--- src/rtl/float_add_issue_pkg.sv ---
// Shared float parameters for the add issue stage: operand width and the
// quiet-NaN value returned when an op has to be abandoned.
package float_add_issue_pkg;

  localparam int FLOAT_WIDTH = 32;
  localparam logic [FLOAT_WIDTH-1:0] FLOAT_QNAN = 32'h7fc00000;

endpackage

--- src/rtl/float_req_fifo.sv ---
// Synchronous request FIFO with occupancy count; the head entry is visible
// combinationally on rd_data. A push while full is refused even if a pop happens in the same cycle.
module float_req_fifo #(
  parameter int DEPTH = 4,
  parameter int WIDTH = 68
) (
  input  logic                       clk,
  input  logic                       rst,
  input  logic                       push,
  input  logic                       pop,
  input  logic [WIDTH-1:0]           wr_data,
  output logic [WIDTH-1:0]           rd_data,
  output logic [$clog2(DEPTH+1)-1:0] count,
  output logic                       full,
  output logic                       empty
);

  localparam int PW = $clog2(DEPTH);
  localparam int CW = $clog2(DEPTH+1);

  if ((DEPTH < 2) || ((DEPTH & (DEPTH - 1)) != 0)) begin : g_bad_depth
    $error("float_req_fifo: DEPTH must be a power of two >= 2");
  end

  logic [WIDTH-1:0] mem [DEPTH];
  logic [PW-1:0]    wr_ptr;
  logic [PW-1:0]    rd_ptr;
  logic [CW-1:0]    count_q;
  logic             do_push;
  logic             do_pop;

  assign full    = (count_q == CW'(DEPTH));
  assign empty   = (count_q == '0);
  assign do_push = push & ~full;
  assign do_pop  = pop & ~empty;
  assign rd_data = mem[rd_ptr];
  assign count   = count_q;

  // Pointers wrap naturally at DEPTH; count alone distinguishes full from empty.
  always_ff @(posedge clk or negedge rst) begin
    if (!rst) begin
      wr_ptr  <= '0;
      rd_ptr  <= '0;
      count_q <= '0;
    end else begin
      if (do_push) wr_ptr <= wr_ptr + 1'b1;
      if (do_pop)  rd_ptr <= rd_ptr + 1'b1;
      case ({do_push, do_pop})
        2'b10:   count_q <= count_q + 1'b1;
        2'b01:   count_q <= count_q - 1'b1;
        default: count_q <= count_q;
      endcase
    end
  end

  always_ff @(posedge clk) begin
    if (do_push) mem[wr_ptr] <= wr_data;
  end

endmodule

--- src/rtl/float_add_issue.sv ---
// Issue stage in front of float_add_pipeline: queues tagged add requests and runs them
// one at a time. Optional WAIT watchdog enabled by defining FLOAT_ADD_ISSUE_TIMEOUT_EN.
//
// state | meaning
// IDLE  | nothing in flight, waiting for a queued request
// ISSUE | add_req high for this single cycle
// WAIT  | operands held, waiting for add_ack (or watchdog expiry)
// RESP  | result presented on res_*, waiting for res_ready
module float_add_issue
  import float_add_issue_pkg::*;
#(
  parameter int DEPTH          = 4,
  parameter int TAG_WIDTH      = 4,
  parameter int TIMEOUT_CYCLES = 16
) (
  input  logic                       clk,
  input  logic                       rst,
  input  logic                       in_valid,
  output logic                       in_ready,
  input  logic [FLOAT_WIDTH-1:0]     in_a,
  input  logic [FLOAT_WIDTH-1:0]     in_b,
  input  logic [TAG_WIDTH-1:0]       in_tag,
  output logic                       add_req,
  output logic [FLOAT_WIDTH-1:0]     add_a,
  output logic [FLOAT_WIDTH-1:0]     add_b,
  input  logic                       add_ack,
  input  logic [FLOAT_WIDTH-1:0]     add_out,
  output logic                       res_valid,
  input  logic                       res_ready,
  output logic [FLOAT_WIDTH-1:0]     res_out,
  output logic [TAG_WIDTH-1:0]       res_tag,
  output logic [$clog2(DEPTH+1)-1:0] count,
  output logic                       timeout_err
);

  localparam int EW = 2*FLOAT_WIDTH + TAG_WIDTH;

  if (TIMEOUT_CYCLES < 1) begin : g_bad_timeout
    $error("float_add_issue: TIMEOUT_CYCLES must be at least 1");
  end

  typedef enum logic [1:0] {S_IDLE, S_ISSUE, S_WAIT, S_RESP} state_t;

  state_t                 state;
  logic [TAG_WIDTH-1:0]   tag_q;
  logic [EW-1:0]          fifo_wr;
  logic [EW-1:0]          fifo_rd;
  logic                   fifo_full;
  logic                   fifo_empty;
  logic                   fifo_push;
  logic                   fifo_pop;
  logic [FLOAT_WIDTH-1:0] head_a;
  logic [FLOAT_WIDTH-1:0] head_b;
  logic [TAG_WIDTH-1:0]   head_tag;

  assign in_ready  = ~fifo_full;
  assign fifo_push = in_valid & in_ready;
  assign fifo_wr   = {in_a, in_b, in_tag};
  assign head_a    = fifo_rd[EW-1 -: FLOAT_WIDTH];
  assign head_b    = fifo_rd[EW-FLOAT_WIDTH-1 -: FLOAT_WIDTH];
  assign head_tag  = fifo_rd[TAG_WIDTH-1:0];

  // The head is consumed exactly when the FSM loads it into add_a/add_b below.
  assign fifo_pop = ~fifo_empty &
                    ((state == S_IDLE) | ((state == S_RESP) & res_ready));

  float_req_fifo #(
    .DEPTH (DEPTH),
    .WIDTH (EW)
  ) u_fifo (
    .clk     (clk),
    .rst     (rst),
    .push    (fifo_push),
    .pop     (fifo_pop),
    .wr_data (fifo_wr),
    .rd_data (fifo_rd),
    .count   (count),
    .full    (fifo_full),
    .empty   (fifo_empty)
  );

`ifdef FLOAT_ADD_ISSUE_TIMEOUT_EN
  localparam int TW = $clog2(TIMEOUT_CYCLES + 1);
  logic [TW-1:0] wait_cnt;
`else
  assign timeout_err = 1'b0;
`endif

  always_ff @(posedge clk or negedge rst) begin
    if (!rst) begin
      state     <= S_IDLE;
      add_req   <= 1'b0;
      add_a     <= '0;
      add_b     <= '0;
      tag_q     <= '0;
      res_valid <= 1'b0;
      res_out   <= '0;
      res_tag   <= '0;
`ifdef FLOAT_ADD_ISSUE_TIMEOUT_EN
      wait_cnt    <= '0;
      timeout_err <= 1'b0;
`endif
    end else begin
      case (state)
        S_IDLE: begin
          if (!fifo_empty) begin
            add_a   <= head_a;
            add_b   <= head_b;
            tag_q   <= head_tag;
            add_req <= 1'b1;
            state   <= S_ISSUE;
          end
        end
        S_ISSUE: begin
          add_req <= 1'b0;
          state   <= S_WAIT;
`ifdef FLOAT_ADD_ISSUE_TIMEOUT_EN
          wait_cnt <= TW'(TIMEOUT_CYCLES - 1);
`endif
        end
        S_WAIT: begin
          if (add_ack) begin
            res_out   <= add_out;
            res_tag   <= tag_q;
            res_valid <= 1'b1;
            state     <= S_RESP;
          end
`ifdef FLOAT_ADD_ISSUE_TIMEOUT_EN
          // Terminal count reached with no ack: abandon the op; a late ack lands outside WAIT.
          else if (wait_cnt == '0) begin
            res_out     <= FLOAT_QNAN;
            res_tag     <= tag_q;
            res_valid   <= 1'b1;
            timeout_err <= 1'b1;
            state       <= S_RESP;
          end else begin
            wait_cnt <= wait_cnt - 1'b1;
          end
`endif
        end
        S_RESP: begin
          if (res_ready) begin
            res_valid <= 1'b0;
            if (!fifo_empty) begin
              add_a   <= head_a;
              add_b   <= head_b;
              tag_q   <= head_tag;
              add_req <= 1'b1;
              state   <= S_ISSUE;
            end else begin
              state <= S_IDLE;
            end
          end
        end
        default: state <= S_IDLE;
      endcase
    end
  end

endmodule

--- config.mk ---
export PLATFORM = sky130hd
export DESIGN_NAME = float_add_issue
export DESIGN_NICKNAME = d
export VERILOG_FILES = /design/src/rtl/float_add_issue_pkg.sv /design/src/rtl/float_req_fifo.sv /design/src/rtl/float_add_issue.sv
export SDC_FILE = /design/constraint.sdc
export NUM_CORES = 1
export LEC_CHECK = 0
export ABC_CLOCK_PERIOD_IN_PS = 5500
export CAP_MARGIN = 10
export CORE_ASPECT_RATIO = 0.7
export CORE_UTILIZATION = 50
export DETAILED_ROUTE_END_ITERATION = 8
export PLACE_DENSITY = 0.77
export SYNTH_ARGS = -nofsm -noshare
export SYNTH_HDL_FRONTEND = slang
export SYNTH_HIERARCHICAL = 1
export SYNTH_SLANG_ARGS = --single-unit
--- constraint.sdc ---
create_clock -name clk -period 5.5 [get_ports clk]
set_clock_uncertainty 0.05 [all_clocks]
set_input_delay 1.1 -clock clk [delete_from_list [all_inputs] [get_ports clk]]
set_output_delay 1.1 -clock clk [all_outputs]
set_load 0.1 [all_outputs]
# After elaboration in Yosys (flattened, before gate mapping)
# Memory sizes are Yosys's and may differ from the RTL's.
# Index checks and enable logic that the tools add are counted.
# op_classes
n_addsub	4
n_mul	0
div_mod_pow	0
order_cmp	0
eq_ne	9
shift	0
mux	23
bitwise_logic	8
n_reduce_logical	11
# ops
op	n
$mux W32	4
$pmux W32 S2	2
$mux W4	2
$pmux W2 S4	1
$pmux W4 S2	1
$mux W1	7
$eq A2 B2 Y1 const B	3
$mux W2	3
$ne A2 B2 Y1 const B	3
$pmux W3 S2	1
$reduce_and A2 Y1	3
$reduce_and A3 Y1	2
$reduce_bool A2 Y1	3
$and A1 B1 Y1	5
$add A2 B1 Y2 const B	2
$eq A2 B1 Y1 const B	2
$add A3 B1 Y3 const B	1
$eq A3 B3 Y1 const B	1
$logic_not A3 Y1	1
$pmux W1 S3	1
$reduce_bool A3 Y1	1
$sub A3 B1 Y3 const B	1
$logic_not A2 Y1	1
$not A1 Y1	2
other kinds (2)	2
# word_totals
register_bits	115
latchBits	0
ramBits	272
rom_bits	0
input_bits	105
word_cells	67
n_memories	1
# mem_list
memory	words	word_bits	read_ports	rd_clocked_by_memory_dff	wr	line	text
u_fifo.mem	4	68	1	0	1	float_req_fifo.sv:25	logic [WIDTH-1:0] mem [DEPTH];

# Depth between registers and ports, before layout
# Gate-level depths: netlist (run 1).
# logic_depth
depth_word	7
ltp_mapped	11
depth_no_buf	11

# Modules after synthesis
# Netlist (run 1), hierarchy kept.
# modules_own_cells
mod	instances	cells_per_inst	area_per_inst_um2	seq_area_each_um2
float_req_fifo	1	393	10314.9	8343.0
float_add_issue	1	255	4174.0	2702.6

# Worst setup path before layout (run 1)
# No wires, ideal clock.
# synth_path
kind	reg2reg
from	register u_fifo.count_q[0], in the netlist u_fifo/count[0]
to	memory u_fifo.mem[0][0] (enable)
arrival_time_ps	3154
required_ps	5017
path_slack_ps	1863
path_stages_with_launch	5
n_path_buf	0
period_less_slack_ps	3637
cell_sequence	dfrtp_1 -> nor3b_2 -> nor2b_1 -> nor2b_2 -> and2_1
# synth_between
elab_chain_cells	6
# synth_rtl
element	line	text
from (decl)	float_req_fifo.sv:28	logic [CW-1:0] count_q;
from (signal assigned)	float_req_fifo.sv:49	2'b10: count_q <= count_q + 1'b1;
from (signal assigned)	float_req_fifo.sv:50	2'b01: count_q <= count_q - 1'b1;
from (signal assigned)	float_req_fifo.sv:51	default: count_q <= count_q;
$eq A3 B3 Y1	float_req_fifo.sv:32	assign full = (count_q == CW'(DEPTH));
net fifo_full	float_add_issue.sv:48	logic fifo_full;
$not A1 Y1	float_add_issue.sv:56	assign in_ready = ~fifo_full;
$and A1 B1 Y1	float_add_issue.sv:57	assign fifo_push = in_valid & in_ready;
net fifo_push	float_add_issue.sv:50	logic fifo_push;
$and A1 B1 Y1	float_req_fifo.sv:34	assign do_push = push & ~full;
$mux W1	float_req_fifo.sv:57	if (do_push) mem[wr_ptr] <= wr_data;
$mux W1 (implied by the code)	float_req_fifo.sv:57	
to (decl)	float_req_fifo.sv:25	
# The timed path passes the listed nets, and every way through them passes these cells.

# Worst setup path after layout (run 1)
# layout_path
from	register u_fifo.count_q[2], in the netlist u_fifo/count[2]
to	output in_ready
# layout_between
elab_chain_cells	2
# layout_rtl
element	line	text
$eq A3 B3 Y1	float_req_fifo.sv:32	
net fifo_full	float_add_issue.sv:48	
$not A1 Y1	float_add_issue.sv:56	
to (decl)	float_add_issue.sv:19	output logic in_ready,
# The timed path passes the listed nets, and every way through them passes these cells.

==> metrics.md, run 1 <==
| Metric | Value |
|---|---|
| First-pass GRT wire length | `between 40000 and 50000 um` |
| Number of flops mapped to enable cells by yosys | `272` |
| Largest area contributor in the netlist | `edfxtp_1` |
| Via density | `5.35` |
| CTS tree | `built` |
| Number of global-route vias before repair | `around 7000` |
| Layout Utilization | `between 60% and 70%` |
| Routed Antenna Nets | `0` |
| Fillers | `1875` |
| # nets final | `between 900 and 1000` |
| Initial antenna violation count | `1` |
| Most frequent cell after synthesis | `edfxtp_1` |
| Max transition margin | `between 20% and 30%` |
| Crit Reg-Reg Endpoint | `add_b[10]$_DFFE_PN0P_` |
| Die footprint | `just under 30000 um2` |
| Cts hold-fix bufs | `0` |
| Port Buf Inserts | `210` |
| Outcome | `completed` |
| Final hold vios | `0` |
| Vias | `between 6000 and 7000` |
| Largest net degree at the start of global routing | `70` |
| Top FF cell, synth | `edfxtp_1` |
| Setup TNS | `0 ns` |
| WL/cell | `~21 um` |
| Crit path launch | `u_fifo/count[2]$_DFFE_PN0P_` |
| CP Data Arrival Time | `2.31 ns` |
| Mux cell area share after synthesis | `around a fifth` |
| Residual DRC | `0` |
| Iteration count of the initial detailed-routing pass | `5` |
| Worst reg2reg path depth | `3` |
| Largest family of logic cells by synthesized area | `multiplexers` |
| Synthesized area | `between 10000 and 15000 um2` |
| Max cap viols | `0` |
| TritonCTS Sinks | `387` |
| Mapped Cells | `648` |
| Final period util | `between 60% and 70%` |
| Total GRT Usage | `18.6%` |
| H-tree depth | `2` |
| R2R setup slack | `between 2 and 3 ns` |
| Row cnt | `between 50 and 60` |
| Final setup violating endpoints | `0` |
| CTS Buf Count | `36` |
| Crit end category | `output port` |
| Main area contributors after synthesis | `edfxtp_1 56%, dfrtp_1 20%, mux4_2 11%, mux2_2 6.7%, mux2_1 1.6%` |
| Seq/Total Area, Yosys | `roughly 76%` |
| Area share of xor/xnor cells in the synthesized design | `0.363%` |
| Final WL | `26800 um` |
| Syn-to-layout area delta | `24.4%` |
| Crit path max fanout | `5` |
| Synth top area share | `about 56%` |
| Ant. Diodes | `0` |
| DP Cell Count | `1207` |
| Post-CTS setup buffers | `0` |
| Hpwl dp | `about 16000 um` |
| Final Slew Violations | `0` |
| CTS clk-pin slew, worst paths | `~0.06 ns` |
| Post-Layout Cell Count | `roughly 1300` |
| Layout cells sized above 1 | `roughly 24%` |
| Adder-cell area share of the yosys netlist | `1.09%` |
| Post-place setup slack | `about 2.1 ns` |
| Type of the worst setup path | `reg -> out` |
| Core Area | `about 28000 um2` |
| Starting density of the core | `between 50% and 60%` |
| Fmax achieved | `289 MHz` |
| Synth cell count leaders | `272 x edfxtp_1, 115 x dfrtp_1, 86 x mux2_2, 68 x mux4_2, 20 x mux2_1` |
| Worst r2r src | `u_fifo/rd_ptr[0]$_DFFE_PN0P_` |
| Critical Path End | `in_ready` |
| Initial DRC Count | `between 400 and 500` |
| Hold Path Class | `in -> async` |
| Asr flop ratio synth | `about 30%` |
| Synth warn | `6` |
| CP required | `between 4 and 5 ns` |
| Syn nets | `~770` |
| Setup ws final | `~2.0 ns` |
| Clock root buffer | `clkbuf_16` |
| Final min period | `between 3 and 4 ns` |
| Area fraction in compound gates after synthesis | `less than 1%` |
| Worst-margin pin slew | `about 1.1 ns` |
| Die Y | `roughly 140 um` |
| Distinct cells, synth | `33` |
| RSZ-0062 raised after global routing | `no` |
| Clk_lat worst skew | `between 0.5 and 0.6 ns` |
| Number of synthesized register bits | `around 390` |
| Total I/O pin count | `212` |
| Simple-gate share of the synthesized area | `0.691%` |
| GR Overflow Total | `0` |
| Gp weighted congestion | `between 0.7 and 0.8` |
| Die X | `between 200 and 250 um` |
| Resized Gates After CTS | `0` |
| Syn Area/Cell | `22.4 um2` |
| Nature of the critical path startpoint | `flip-flop` |
| Max Root-Sink Buffers | `3` |
[worst max-delay path: stages, from the launching register on]
cell	delay [ns]
dfrtp_1	0.43
nor3b_2	0.20
inv_1	0.06
clkdlybuf4s50_1	1.12
[worst min-delay path by stage]
stage	start	endpoint	slack (ns)	cells after the start
final	rst	add_b[26]$_DFFE_PN0P_	0.44	1
after CTS	rst	add_b[26]$_DFFE_PN0P_	0.44	1
after detailed placement	add_b[16]$_DFFE_PN0P_	add_b[16]$_DFFE_PN0P_	0.43	1
after floorplan	tag_q[0]$_DFFE_PN0P_	tag_q[0]$_DFFE_PN0P_	0.43	1
after global routing	rst	add_b[30]$_DFFE_PN0P_	0.46	1
after global placement	add_b[27]$_DFFE_PN0P_	add_b[27]$_DFFE_PN0P_	0.42	1
[final cells by class]
class	instances	area [um2]	share of cell area, %
Sequential cell	387	11100	61.3
Multi-Input combinational cell	222	3150	17.5
Timing Repair Buffer	215	2140	11.9
Clock buffer	51	1020	5.65
Tap cell	371	464	2.58
Clock inverter	15	154	0.854
Inverter	12	45.0	0.250
[cells in the final DEF, fill, tap and decap left out, types with 6 or more instances in the layout]
cell             Yosys  final
mux4_2              68     68
inv_1               12     12
buf_4                3      6
dfrtp_1            115    113
clkdlybuf4s50_1      0    209
mux2_2              86     86
ha_1                11     11
clkbuf_1             0     10
mux2_1              20     20
clkbuf_16            0     37
edfxtp_1           272    272
[flip-flops by register name, summed over array words and instances, names as in the netlist]
name,flops
res_out,32
u_fifo/rd_ptr,2
add_b,32
u_fifo/wr_ptr,2
res_tag,4
u_fifo/mem,272
res_valid,1
add_req,1
tag_q,4
state,2
add_a,32
u_fifo/count,3
[kinds of logic (layout without fill, tap and decap cells)]
family,Yosys count,after routing
multiplexers,177,177
AND/OR/NAND/NOR,17,17
adder cells (fa/ha/maj),12,12
AO/OA/AOI/OAI,9,9
other,1,1
XOR/XNOR,6,6
flip-flops,387,387
buffers and inverters,39,293
[per-stage QoR]
step / hold WS (ns) / area [um2]
floorplan: 0.427 / 14500
detailed placement: 0.429 / 16800
global route: 0.458 / 18000
finish: 0.435 / 18000
global placement: 0.421 / 16800
CTS: 0.439 / 18000
[metal layers]
metal | global-route usage [%] | share of wire [%] | vias up
met5 | 0 | 0.037 | -
met4 | 4.29 | 1.6 | 2
met3 | 4.37 | 7.2 | 42
met2 | 28.5 | 46 | 220
met1 | 27.2 | 46 | 3528
li1 | - | - | 3016
Power of run 1 is left out: the tool's default activity adds up to more than one toggle a clock period on the data nets, which glitch-free logic cannot reach.
==> run 2: changes to the inputs <==
- ABC_CLOCK_PERIOD_IN_PS: 5500 -> 3360
- clock period: 5.5 -> 3.36 ns (I/O delays scaled with it)
==> metrics.md, run 2 (synthesized netlist as in run 1, its figures left out) <==
| Metric | Value |
|---|---|
| Outcome | `completed` |
| Gp weighted congestion | `~0.7` |
| Resized Gates After CTS | `0` |
| Commonest non-fill, non-tap cells in the layout | `272 x edfxtp_1, 113 x dfrtp_1, 113 x buf_4` |
| Commonest non-fill, non-tap cell in the layout | `edfxtp_1` |
| TritonCTS Sinks | `387` |
| Critical path cell sequence | `inv_1, ha_1, a21oi_1, nor2_1, o31a_1, ha_1, inv_1, fa_1, xor2_1, nor2_1, xor2_1` |
| CTS Buf Count | `36` |
| Total GRT Usage | `between 15 and 20%` |
| Setup TNS | `0 ns` |
| Max FFs per register | `272` |
| Crit end category | `flip-flop` |
| Vias | `around 6900` |
| Multi-input logic area | `~3100 um2` |
| GR Overflow Total | `0` |
| Number of global-route vias before repair | `6921` |
| Clock root buffer | `clkbuf_16` |
| Iteration count of the initial detailed-routing pass | `4` |
| Total I/O pin count | `about 210` |
| Initial DRC Count | `~420` |
| CP Data Arrival Time | `around 2.8 ns` |
| Final period util | `between 70% and 80%` |
| Final min period | `about 2.4 ns` |
| Most flops, register | `u_fifo/mem` |
| Core Area | `between 20000 and 30000 um2` |
| Hold Path Class | `in -> async` |
| CTS clk-pin slew, worst paths | `approximately 0.06 ns` |
| Layout cells sized above 1 | `36.6%` |
| H-tree depth | `2` |
| Die footprint | `roughly 30000 um2` |
| Final Slew Violations | `0` |
| Worst reg2reg path depth | `11` |
| RSZ-0062 raised after global routing | `no` |
| Largest net degree at the start of global routing | `between 60 and 70` |
| Starting density of the core | `around half` |
| Register cell area after layout | `~11000 um2` |
| Syn-to-layout area delta | `23.2%` |
| Max cap viols | `0` |
| Cts hold-fix bufs | `0` |
| Ant. Diodes | `0` |
| Final setup violating endpoints | `0` |
| Worst-margin pin slew | `roughly 0.76 ns` |
| Die Y | `between 100 and 150 um` |
| Post-CTS setup buffers | `0` |
| CTS tree | `built` |
| Max transition margin | `49.5%` |
| Clk_lat worst skew | `~0.5 ns` |
| Residual DRC | `0` |
| Crit path max-delay cell type | `dfrtp_1` |
| Die X | `205 um` |
| Fillers | `~1900` |
| Crit path max fanout | `5` |
| Hpwl dp | `about 16000 um` |
| Final hold vios | `0` |
| Routed Antenna Nets | `0` |
| Initial antenna violation count | `1` |
| Fmax achieved | `around 420 MHz` |
| Final WL | `26900 um` |
| Nature of the critical path startpoint | `flip-flop` |
| Port Buf Inserts | `210` |
| # nets final | `between 900 and 1000` |
| WL/cell | `around 21 um` |
| Row cnt | `about 50` |
| Via density | `approximately 5.4` |
| CP required | `~3.7 ns` |
| Max Root-Sink Buffers | `3` |
| Type of the worst setup path | `reg -> reg` |
| CP max stage delay | `around 0.44 ns` |
| First-pass GRT wire length | `around 41000 um` |
[run 2: changes by cell type in the layout (fill, tap and decap cells not counted)]
cell | before | now
clkinv_2 | 4 | 5
inv_6 | 2 | 0
clkdlybuf4s50_1 | 209 | 103
bufinv_16 | 3 | 1
clkbuf_1 | 10 | 14
clkinvlp_4 | 1 | 0
clkbuf_8 | 4 | 6
buf_4 | 6 | 113
buf_12 | 0 | 7
clkinv_1 | 5 | 0
[run 2: critical path, delay by kind of cell (launching register included)]
kind	cells	cell delay, ns
AOI/OAI and AO/OA	2	0.26
xor gates and xnor gates	2	0.31
DFF	1	0.44
and+or+nand+nor	2	0.20
buffers and inverters	2	0.24
adders and majority gates	3	0.81
[run 2: final cells by class]
type / count / area share, %
Multi-Input combinational cell: 222 / 17.6
Clock inverter: 6 / 0.309
Sequential cell: 387 / 61.9
Inverter: 12 / 0.252
Tap cell: 371 / 2.60
Timing Repair Buffer: 223 / 11.3
Clock buffer: 57 / 5.95
[run 2: worst paths after layout]
path                                        from                     endpoint  slack, ns
max                         state[0]$_DFFE_PN0P_  u_fifo/count[2]$_DFFE_PN0P_       0.98
min                                          rst        add_b[25]$_DFFE_PN0P_       0.13
max reg2reg                 state[0]$_DFFE_PN0P_  u_fifo/count[2]$_DFFE_PN0P_       0.98
min reg2reg                add_b[23]$_DFFE_PN0P_        add_b[23]$_DFFE_PN0P_       0.44
max in group asynchronous                    rst        add_a[26]$_DFFE_PN0P_       2.30
min in group clk           add_b[23]$_DFFE_PN0P_        add_b[23]$_DFFE_PN0P_       0.44
[run 2: per-layer routing]
layer  up-vias  track usage, %  routed length (um)  part of all wire, %
met5         -               0                  17                0.063
met3        30            4.89                1760                  6.5
met4         2            4.41                 284                  1.1
met1      3597            27.4               12300                   46
li1       3043               -                   -                    -
met2       194            27.5               12500                   47
[run 2: metrics by stage]
step                      hold WS [ns]  instance area, um2  setup slack (ns)  util (%)  std cells
after floorplan                  0.326               14500             0.462         -        648
after global placement           0.420               16700             0.613      59.4       1215
after detailed placement         0.426               16700             0.587      59.4       1215
after CTS                        0.139               17800             0.984      63.4       1278
after global routing             0.174               17800             0.782      63.4       1278
final                            0.134               17800             0.978      63.4       1278
Power of run 2 is left out for the same reason.
